### config.mk
export PLATFORM = sky130hd
export DESIGN_NAME = operand_loader
export DESIGN_NICKNAME = d
export VERILOG_FILES = /design/src/rtl/operand_loader.sv
export SDC_FILE = /design/constraint.sdc
export NUM_CORES = 1
export LEC_CHECK = 0
export ABC_AREA = 1
export BUFFER_PORTS_ARGS = -buffer_cell sky130_fd_sc_hd__buf_2
export CAP_MARGIN = 20
export CORE_MARGIN = 3
export CORE_UTILIZATION = 48
export DETAILED_ROUTE_END_ITERATION = 7
export GPL_TIMING_DRIVEN = 0
export PLACE_DENSITY = 0.77
export SETUP_SLACK_MARGIN = 0.4
export SLEW_MARGIN = 20
export SYNTH_ARGS = -nofsm -noshare
export SYNTH_HDL_FRONTEND = slang
export SYNTH_SLANG_ARGS = --single-unit
### constraint.sdc
create_clock -name i_clock -period 1.08 [get_ports i_clock]
set_input_delay 0.162 -clock i_clock [delete_from_list [all_inputs] [get_ports i_clock]]
set_output_delay 0.162 -clock i_clock [all_outputs]
set_load 0.03 [all_outputs]
### src/rtl/operand_loader.sv
// Push-button driven operand/operation capture for the ALU: synchronised button edges latch
// the switch value into per-slot registers, and a valid/ack handshake hands the full set over.
module operand_loader #(
   parameter int NB_DATA    = 8,
   parameter int NB_OP      = 6,
   parameter int N_OPERANDS = 2,
   parameter int NB_SYNC    = 2
) (
   input  logic                          i_clock,
   input  logic                          i_reset,
   input  logic [N_OPERANDS:0]           i_buttons,
   input  logic [NB_DATA-1:0]            i_switches,
   input  logic                          i_ack,
   output logic [N_OPERANDS*NB_DATA-1:0] o_operands,
   output logic [NB_OP-1:0]              o_operation,
   output logic [N_OPERANDS:0]           o_loaded_mask,
   output logic                          o_valid
);
   localparam int N_SLOTS = N_OPERANDS + 1;

   logic [N_SLOTS-1:0] sync_reg [NB_SYNC];
   logic [N_SLOTS-1:0] prev_reg;
   logic [N_SLOTS-1:0] press;
   logic [N_SLOTS-1:0] mask_reg, mask_next;
   logic               valid_reg, valid_next;
   logic               consume;
   logic [NB_OP-1:0]   operation_reg;

   genvar gi;

   always_ff @(posedge i_clock or posedge i_reset) begin
      if (i_reset) begin
         for (int i = 0; i < NB_SYNC; i++) sync_reg[i] <= '0;
         prev_reg <= '0;
      end else begin
         sync_reg[0] <= i_buttons;
         for (int i = 1; i < NB_SYNC; i++) sync_reg[i] <= sync_reg[i-1];
         prev_reg <= sync_reg[NB_SYNC-1];
      end
   end

   // One pulse per press: a held button stays high in both the last sync stage and prev.
   assign press = sync_reg[NB_SYNC-1] & ~prev_reg;

   // An ack only counts while a complete set is on offer; any press in that same cycle
   // starts the next set rather than being lost.
   always_comb begin
      consume    = valid_reg & i_ack;
      mask_next  = mask_reg | press;
      valid_next = &mask_reg;
      if (consume) begin
         mask_next  = press;
         valid_next = 1'b0;
      end
   end

   always_ff @(posedge i_clock or posedge i_reset) begin
      if (i_reset) begin
         mask_reg      <= '0;
         valid_reg     <= 1'b0;
         operation_reg <= '0;
      end else begin
         mask_reg  <= mask_next;
         valid_reg <= valid_next;
         if (press[N_OPERANDS]) operation_reg <= i_switches[NB_OP-1:0];
      end
   end

   for (gi = 0; gi < N_OPERANDS; gi++) begin : g_operand
      logic [NB_DATA-1:0] operand_reg;

      always_ff @(posedge i_clock or posedge i_reset) begin
         if (i_reset)        operand_reg <= '0;
         else if (press[gi]) operand_reg <= i_switches;
      end

      assign o_operands[gi*NB_DATA +: NB_DATA] = operand_reg;
   end

   assign o_operation   = operation_reg;
   assign o_loaded_mask = mask_reg;
   assign o_valid       = valid_reg;

endmodule

---- Word level (Yosys, flattened, before mapping) ----
Index checks and enable logic that the tools add are counted.
cells by class
  multiplexer cells ....................... 2
  bitwise gates (word level) .............. 4
  reductions and logical operators ........ 1
operators by type and width
  operator          count
  $and 3x3->3       1
  $mux 3            1
  $not 3->3         1
  $or 3x3->3        1
  $reduce_and 3->1  1
  $and 1x1->1       1
  $mux 1            1
storage, ports and cells
  bits in registers ....................... 35
  input bits .............................. 14
  output and inout bits ................... 26
  word-level logic and storage cells ...... 15

---- Logic depth before layout (Yosys ltp) ----
Gate-level depths: netlist (run 1).
  depth in word-level cells ............... 4
  mapped depth ............................ 4
  gate-level depth less buffers ........... 4

---- Worst setup path after synthesis (run 1) ----
Ideal clock, no wire load.
  path type ............................... flip-flop to flip-flop
  start ................................... reg valid_reg, in the netlist o_valid
  end ..................................... reg mask_reg[2], in the netlist o_loaded_mask[2]
  setup time .............................. 119 ps
  data arrival time ....................... 740 ps
  required time ........................... 961 ps
  slack ................................... 221 ps
  cell stages (with the launch flop) ...... 4
  path buffers ............................ 0
  clock period less this slack ............ 859 ps
  path through ............................ dfrtp_1 nand2_1 nand2_1 nand2_1
on the way
  longest elaborated chain between the ends .. 2
RTL lines
  item                      RTL line  RTL
  start: declaration        25        logic valid_reg, valid_next;
  start signal: assignment  64        valid_reg <= valid_next;
  $and 1x1->1               48        consume = valid_reg & i_ack;
  $mux 3                    51        if (consume) begin
  via mask_next[2]          24        logic [N_SLOTS-1:0] mask_reg, mask_next;
  end signal: assignment    63        mask_reg <= mask_next;
  end: declaration          24
The timed path passes the listed nets, and every way through them passes these cells.
A chain may end at the register's enable or synchronous reset.

---- Worst setup path in the final report (run 1) ----
  start ................................... reg g_operand[0].operand_reg[2]
  end ..................................... out o_operands[2]
RTL lines
  item                      RTL line  RTL
  start: declaration        70        logic [NB_DATA-1:0] operand_reg;
  start signal: assignment  74        else if (press[gi]) operand_reg <= i_switches;
  end: declaration          14        output logic [N_OPERANDS*NB_DATA-1:0] o_operands,
No word-level cell between the ends.

==> metrics, run 1 <==
status complete, but fails checks; failing checks hold timing, setup timing; Syn Area/Cell 10.47 um2; fin crit period 1.124 ns; Post-CTS Hold Buffers 3; row count 17; sequential area share after synthesis 0.7028; syn_nets 133; Worst Path Required 0.92 ns; kind of cell adding the most delay to the critical path flip-flops; Die Wd 56.96 um; critical path's slowest cell dfrtp_1; Fillers 52; Post-Syn Area 1246 um2; post-synth top area share 0.7028; Arrival @ worst endpoint 0.96 ns; multi-input logic area 549.3 um2; Cell variety after synth 9; H-Tree Depth 2; crit path cell chain buf_6; CTS tree done; max-cap violations 0; max reg flops 16; Core Region 2340 um2; die height 56.96 um; PD cells 1882 nW/um2; first-pass GRT wire length 6030 um; commonest cells after routing, fill and taps aside buf_6 (33), dfrtp_1 (30), nand2_1 (26); final clock skew 0.01851 ns; CTS buffer count 5; RSZ-0062 raised after global routing true; Clock power frac 0.242; die area 3244 um2; Worst VDD drop 0.002240 V; Max-slew headroom 0.5121; Initial Util 0.5326; CP Launch Type register; Critical Path Sink Type output pin; Clock Tree Buf Depth 2; Hold Path Class input port to asynchronous set/reset pin; CP Buf/Inv Count 1; Hold WS -0.09816 ns; layout cells sized above 1 0.6617; Antenna Violating Nets Remaining 0; Worst-Skew Late Latency 0.36 ns; # placed instances 186; final hold violations 35; remaining routing DRC violations 0; DP HPWL 1880 um; register area 882.1 um2; Remaining Overflow, GRT 0; Setup CP Type register to output pin; clock slew at reported path FFs 0.12 ns; largest net degree at the start of global routing 36; pins over their slew limit 0; Non-Filler Instances 229; synthesis-stage register bit count 35; WL final 5091 um; most common cell after layout, fill and taps aside buf_6; clk sinks 35; gr usage total 0.2502; root buffer cell clkbuf_4; nets@finish 214; Leakage 0.001135 uW; initial antenna violation count 0; final setup fails 18; vias post-DR 1352; sequential power share 0.397; post-synth top area cell dfrtp_1; Comb power frac 0.360; Worst Tran Pin Value 0.7303 ns; Pwr Total 4217 uW; CP max FO 2; drt pass-1 iters 4; Area contributors post-synth dfrtp_1 (70%), nand2_1 (16%), nand3_1 (8.8%); Largest stage delay, worst path 0.44 ns; final worst slack -0.04428 ns; sw power 1489 uW; Tcrit/Tclk final 1.041; drt wl/cell 22.23 um; IO Port Bufs 39; Area Overhead vs Synth 79.82%; initial DRC count 107; Sw Ratio 0.3531; Mapped Cells 119; Pint 2728 uW; f_max 889.5 MHz; vias in the first global route 1294; synth warn 0; RePlAce Congestion 0.7711; Ports 40; Via density 5.904; Antenna diodes 0
## path summary, 6_finish.rpt
| check | from | endpoint | slack [ns] | depth (start not counted) |
|---|---|---|---|---|
| max in group asynchronous | i_reset | sync_reg[2] | 0.73 | 2 |
| min in group i_clock | i_switches[5] | g_operand[0].operand_reg[5] | 0.07 | 3 |
| worst min register to register | sync_reg[3] | sync_reg[0] | 0.36 | 0 |
| worst min-delay path | i_reset | g_operand[1].operand_reg[2] | -0.1 | 2 |
| worst max register to register | sync_reg[0] | g_operand[0].operand_reg[1] | 0.12 | 4 |
| worst max-delay path | g_operand[0].operand_reg[2] | o_operands[2] | -0.04 | 1 |
## worst reg2reg max path: stages, from the launching register on
cell and delay [ns]:
dfrtp_1 0.41, buf_6 0.18, nand2_4 0.09, nand2_1 0.09
nand2_1 0.08
## cells in the mapped netlist
cell type,number
dfrtp_1,35
inv_2,2
nand2_4,1
buf_6,2
inv_1,2
nand2_2,2
nor2_1,1
nand3_1,22
nand2_1,52
## cell type report
type	count	share of cell area
plain buffers	2	0.01005
repair buffers	72	0.2853
flip-flops and latches	35	0.3936
multi-input cells	80	0.2451
clock inverters	2	0.01563
well taps	28	0.01563
inverters	4	0.01173
clock buffers	6	0.02289
## timing repair
action                                  4_1_cts  5_1_grt
resized for setup                            79       27
endpoints found under the setup margin       52       52
pin swaps                                     6       18
setup buffers                                19        9
gates cloned                                  4        0
endpoints found under the hold margin        38       35
## stage by stage
stage / setup WS (ns) / utilization / setup TNS [ns] / cell area, um2
final: -0.04428 / 0.9578 / -0.3760 / 2241
after global routing: -0.06631 / 0.9578 / -1.063 / 2241
after CTS: 0.01525 / 0.8824 / 0 / 2064
after detailed placement: 0.1969 / 0.6406 / 0 / 1499
after global placement: 0.2410 / 0.6406 / 0 / 1499
after floorplan: 0.3074 / - / 0 / 1269
## power by group through the flow
stage	clock (uW)	sequential (uW)	combinational, uW
6_report	1020	1680	1520
5_1_grt	1080	1690	1580
4_1_cts	984	1640	1260
3_5_place_dp	0	1630	812
3_3_place_gp	0	1620	793
2_1_floorplan	0	1960	211
## kinds of logic after synthesis
kind of cell | synth area share
flops | 0.7028
buf+inv | 0.03012
simple gates | 0.2671
## per-layer routing
| metal | vias up | wire length, um | GRT usage |
|---|---|---|---|
| met4 | 0 | 306 | 0.1556 |
| met3 | 31 | 413 | 0.06335 |
| met2 | 110 | 2582 | 0.4258 |
| met5 | - | 0 | 0 |
| met1 | 667 | 1789 | 0.2793 |
| li1 | 544 | - | - |
Power figures use the tool's default switching activity.
==> run 2: changes to the inputs <==
--- a/config.mk
+++ b/config.mk
@@ -9,10 +9,10 @@
 export BUFFER_PORTS_ARGS = -buffer_cell sky130_fd_sc_hd__buf_2
 export CAP_MARGIN = 20
 export CORE_MARGIN = 3
-export CORE_UTILIZATION = 48
+export CORE_UTILIZATION = 25
 export DETAILED_ROUTE_END_ITERATION = 7
 export GPL_TIMING_DRIVEN = 0
-export PLACE_DENSITY = 0.77
+export PLACE_DENSITY = 0.46
 export SETUP_SLACK_MARGIN = 0.4
 export SLEW_MARGIN = 20
 export SYNTH_ARGS = -nofsm -noshare
==> metrics, run 2 (synthesis gave the netlist of run 1 again) <==
CTS buffer count 5; die area 5868 um2; largest net degree at the start of global routing 36; Setup CP Type register to output pin; critical path's slowest cell dfrtp_1; row count 25; CP max FO 2; vias in the first global route 1105; Leakage 0.001109 uW; final clock skew 0.006409 ns; remaining routing DRC violations 0; sw power 1294 uW; max reg flops 16; final instance area 2280 um2; commonest cells after routing, fill and taps aside buf_6 (31), dfrtp_1 (30), nand2_1 (27); Non-Filler Instances 263; max-cap violations 0; root buffer cell clkbuf_8; Final TNS setup 0 ns; Die Wd 76.60 um; failing checks hold timing; RSZ-0062 raised after global routing true; Fillers 446; Antenna Violating Nets Remaining 0; initial DRC count 46; H-Tree Depth 2; drt wl/cell 12.16 um; Critical Path Sink Type output pin; initial antenna violation count 0; sequential power share 0.421; Via density 4.247; final setup fails 0; clk sinks 35; nets@finish 209; Core Region 4786 um2; Clock power frac 0.226; Clock Tree Buf Depth 2; kind of cell adding the most delay to the critical path flip-flops; f_max 1004 MHz; Initial Util 0.2604; IO Port Bufs 39; Worst-Skew Late Latency 0.28 ns; Worst Path Required 0.92 ns; most common cell after layout, fill and taps aside buf_6; Largest stage delay, worst path 0.41 ns; die height 76.60 um; clock slew at reported path FFs 0.07 ns; Comb power frac 0.354; # placed instances 225; pins over their slew limit 0; layout cells sized above 1 0.6480; RePlAce Congestion 0.6725; Hold WS -0.001021 ns; CTS tree done; first-pass GRT wire length 5271 um; crit path cell chain buf_6; Sw Ratio 0.3307; Remaining Overflow, GRT 0; gr usage total 0.1155; final hold violations 3; Area Overhead vs Synth 82.93%; Hold Path Class input port to asynchronous set/reset pin; CP Launch Type register; vias post-DR 1117; Arrival @ worst endpoint 0.83 ns; CP Buf/Inv Count 1; Tcrit/Tclk final 0.9223; Max-slew headroom 0.5104; PD cells 1716 nW/um2; register area 882.1 um2; Ports 40; fin crit period 0.9961 ns; DP HPWL 2089 um; area of placed instances 1548 um2; Antenna diodes 0; multi-input logic area 559.3 um2; Worst Tran Pin Value 0.7329 ns; drt pass-1 iters 4; status complete, but fails checks; Pint 2619 uW; WL final 3197 um; Worst VDD drop 0.0007696 V
run 2: changes by cell type in the layout (fill, tap and decap cells not counted), moves of 3 or more:
cell / before / now
buf_4: 22 / 17
clkbuf_4: 5 / 0
clkbuf_8: 1 / 5
nand2_4: 5 / 2
run 2: through the flow:
step / power (uW) / utilization / worst slack, ns / hold WS (ns)
after floorplan: 2172 / - / 0.3074 / 0.1089
after global placement: 2425 / 0.3234 / 0.2369 / 0.2702
after detailed placement: 2445 / 0.3234 / 0.2024 / 0.2714
after CTS: 3803 / 0.4353 / 0.07586 / 0.02668
after global routing: 4132 / 0.4763 / 0.05348 / 0.06106
final: 3912 / 0.4763 / 0.08387 / -0.001021
run 2: power groups by stage:
stage               clock network (uW)  registers, uW  logic, uW
CTS                                922           1650       1230
floorplan                            0           1960        211
global route                       991           1670       1470
detailed placement                   0           1630        814
global placement                     0           1620        803
finish                             884           1650       1380
run 2: worst paths after layout:
kind / start / cells after the start / to / slack (ns)
max: g_operand[1].operand_reg[4] / 1 / o_operands[12] / 0.08
min: i_reset / 2 / g_operand[0].operand_reg[4] / -0.001
max reg2reg: prev_reg[0] / 4 / g_operand[0].operand_reg[2] / 0.20
min reg2reg: sync_reg[5] / 0 / sync_reg[2] / 0.35
max in group asynchronous: i_reset / 2 / o_valid / 0.63
min in group i_clock: i_switches[7] / 3 / g_operand[0].operand_reg[7] / 0.15
run 2: routing by layer:
layer / part of all wire / GRT usage / vias up
met4: 0.0047 / 0.03804 / 0
met2: 0.50 / 0.1828 / 34
met3: 0.048 / 0.04019 / 2
met5: 0 / 0 / -
met1: 0.45 / 0.1475 / 544
li1: - / - / 537
run 2: area by class of cell:
| type | count | share of cell area |
|---|---|---|
| flip-flops and latches | 35 | 0.3869 |
| repair buffers | 67 | 0.2717 |
| multi-input cells | 80 | 0.2453 |
| well taps | 67 | 0.03677 |
| clock buffers | 7 | 0.03348 |
| inverters | 4 | 0.01372 |
| plain buffers | 2 | 0.009879 |
| clock inverters | 1 | 0.002195 |
run 2: repair_timing:
item	in CTS	in global routing
hold buffers	3	0
pin swaps	8	12
setup buffers	15	8
setup endpoints to repair	52	52
endpoints found under the hold margin	3	0
gates resized for setup	73	34
cloned	4	0
==> run 3: changes to the inputs <==
--- a/config.mk
+++ b/config.mk
@@ -12,6 +12,7 @@
 export CORE_UTILIZATION = 25
 export DETAILED_ROUTE_END_ITERATION = 7
 export GPL_TIMING_DRIVEN = 0
+export MAX_ROUTING_LAYER = met4
 export PLACE_DENSITY = 0.46
 export SETUP_SLACK_MARGIN = 0.4
 export SLEW_MARGIN = 20
==> metrics, run 3 (synthesis gave the netlist of run 1 again) <==
status complete, but fails checks; failing checks hold timing; first-pass GRT wire length 5271 um; final hold violations 3; Die Wd 76.60 um; die area 5868 um2; Leakage 0.001109 uW; WL final 3197 um; Worst Tran Pin Value 0.7329 ns; clk sinks 35; layout cells sized above 1 0.6480; crit path cell chain buf_6; initial DRC count 51; Comb power frac 0.354; Max-slew headroom 0.5104; vias in the first global route 1105; Worst-Skew Late Latency 0.28 ns; drt wl/cell 12.16 um; die height 76.60 um; final core utilization 0.4763; Critical Path Sink Type output pin; CP Launch Type register; row count 25; critical path's slowest cell dfrtp_1; Initial Util 0.2604; Clock Tree Buf Depth 2; Final TNS setup 0 ns; largest net degree at the start of global routing 36; Core Region 4786 um2; Largest stage delay, worst path 0.41 ns; Ports 40; Hold WS -0.001021 ns; Fillers 446; kind of cell adding the most delay to the critical path flip-flops; max reg flops 16; Pint 2619 uW; drt pass-1 iters 4; Arrival @ worst endpoint 0.83 ns; max-cap violations 0; final setup fails 0; commonest cells after routing, fill and taps aside buf_6 (31), dfrtp_1 (30), nand2_1 (27); CTS tree done; Setup CP Type register to output pin; final worst slack 0.08387 ns; pins over their slew limit 0; register area 882.1 um2; gr usage total 0.1188; Area Overhead vs Synth 82.93%; Clock power frac 0.226; Worst Path Required 0.92 ns; PD cells 1716 nW/um2; final clock skew 0.006409 ns; CP max FO 2; f_max 1004 MHz; Via density 4.247; clock slew at reported path FFs 0.07 ns; Tcrit/Tclk final 0.9223; Antenna Violating Nets Remaining 0; fin crit period 0.9961 ns; multi-input logic area 559.3 um2; RePlAce Congestion 0.6791; Worst VDD drop 0.0007696 V; Post-Place Setup Slack 0.2024 ns; nets@finish 209; initial antenna violation count 0; CTS buffer count 5; Antenna diodes 0; Remaining Overflow, GRT 0; most common cell after layout, fill and taps aside buf_6; CP Buf/Inv Count 1; H-Tree Depth 2; remaining routing DRC violations 0; sequential power share 0.421; IO Port Bufs 39; vias post-DR 1117; root buffer cell clkbuf_8; RSZ-0062 raised after global routing true; Sw Ratio 0.3307; DP HPWL 2089 um; Hold Path Class input port to asynchronous set/reset pin; sw power 1294 uW
[run 3: cell counts in the layout (fill, tap and decap cells not counted)]
No cell type changed its count.
[run 3: per-stage QoR]
step / cell area [um2] / std cells / hold WS [ns] / power, uW
final: 2280 / 263 / -0.001021 / 3912
after floorplan: 1269 / 119 / 0.1089 / 2172
after CTS: 2083 / 255 / 0.02668 / 3803
after global routing: 2280 / 263 / 0.06106 / 4132
after global placement: 1548 / 225 / 0.2702 / 2425
after detailed placement: 1548 / 225 / 0.2714 / 2445
[run 3: layout make-up]
type | instances | area share
sequential | 35 | 0.3869
multi-input combinational | 80 | 0.2453
clock buffer | 7 | 0.03348
tap | 67 | 0.03677
clock inverter | 1 | 0.002195
inverter | 4 | 0.01372
buffer | 2 | 0.009879
timing repair buffer | 67 | 0.2717
[run 3: final timing paths]
check | slack, ns | end | start | cells past startpoint
max | 0.08 | o_operands[12] | g_operand[1].operand_reg[4] | 1
min | -0.001 | g_operand[0].operand_reg[4] | i_reset | 2
max reg2reg | 0.20 | g_operand[0].operand_reg[2] | prev_reg[0] | 4
min reg2reg | 0.35 | sync_reg[2] | sync_reg[5] | 0
max in group asynchronous | 0.63 | o_valid | i_reset | 2
min in group i_clock | 0.15 | g_operand[0].operand_reg[7] | i_switches[7] | 3
[run 3: power groups by stage]
stage,registers [uW],logic (uW),clock network (uW)
2_1_floorplan,1960,211,0
3_3_place_gp,1620,803,0
3_5_place_dp,1630,814,0
4_1_cts,1650,1230,922
5_1_grt,1670,1470,991
6_report,1650,1380,884
[run 3: worst register-to-register path, cell delays in order (launching register included)]
cell	delay [ns]
dfrtp_1	0.38
clkinv_4	0.13
buf_12	0.16
nand3_2	0.05
nand2_1	0.05
[run 3: routing by layer]
layer,vias up,routed length [um],part of all wire,track usage
met2,34,1595,0.50,0.1828
met4,0,15,0.0047,0.03804
met5,-,0,0,-
met3,2,155,0.048,0.04019
met1,544,1431,0.45,0.1475
li1,537,-,-,-
[run 3: repair_timing]
action,in CTS,in global routing
gates resized for setup,73,34
endpoints found under the hold margin,3,0
cloned,4,0
hold buffers,3,0
endpoints found under the setup margin,52,52
buffers inserted,15,8
pin swaps,8,12
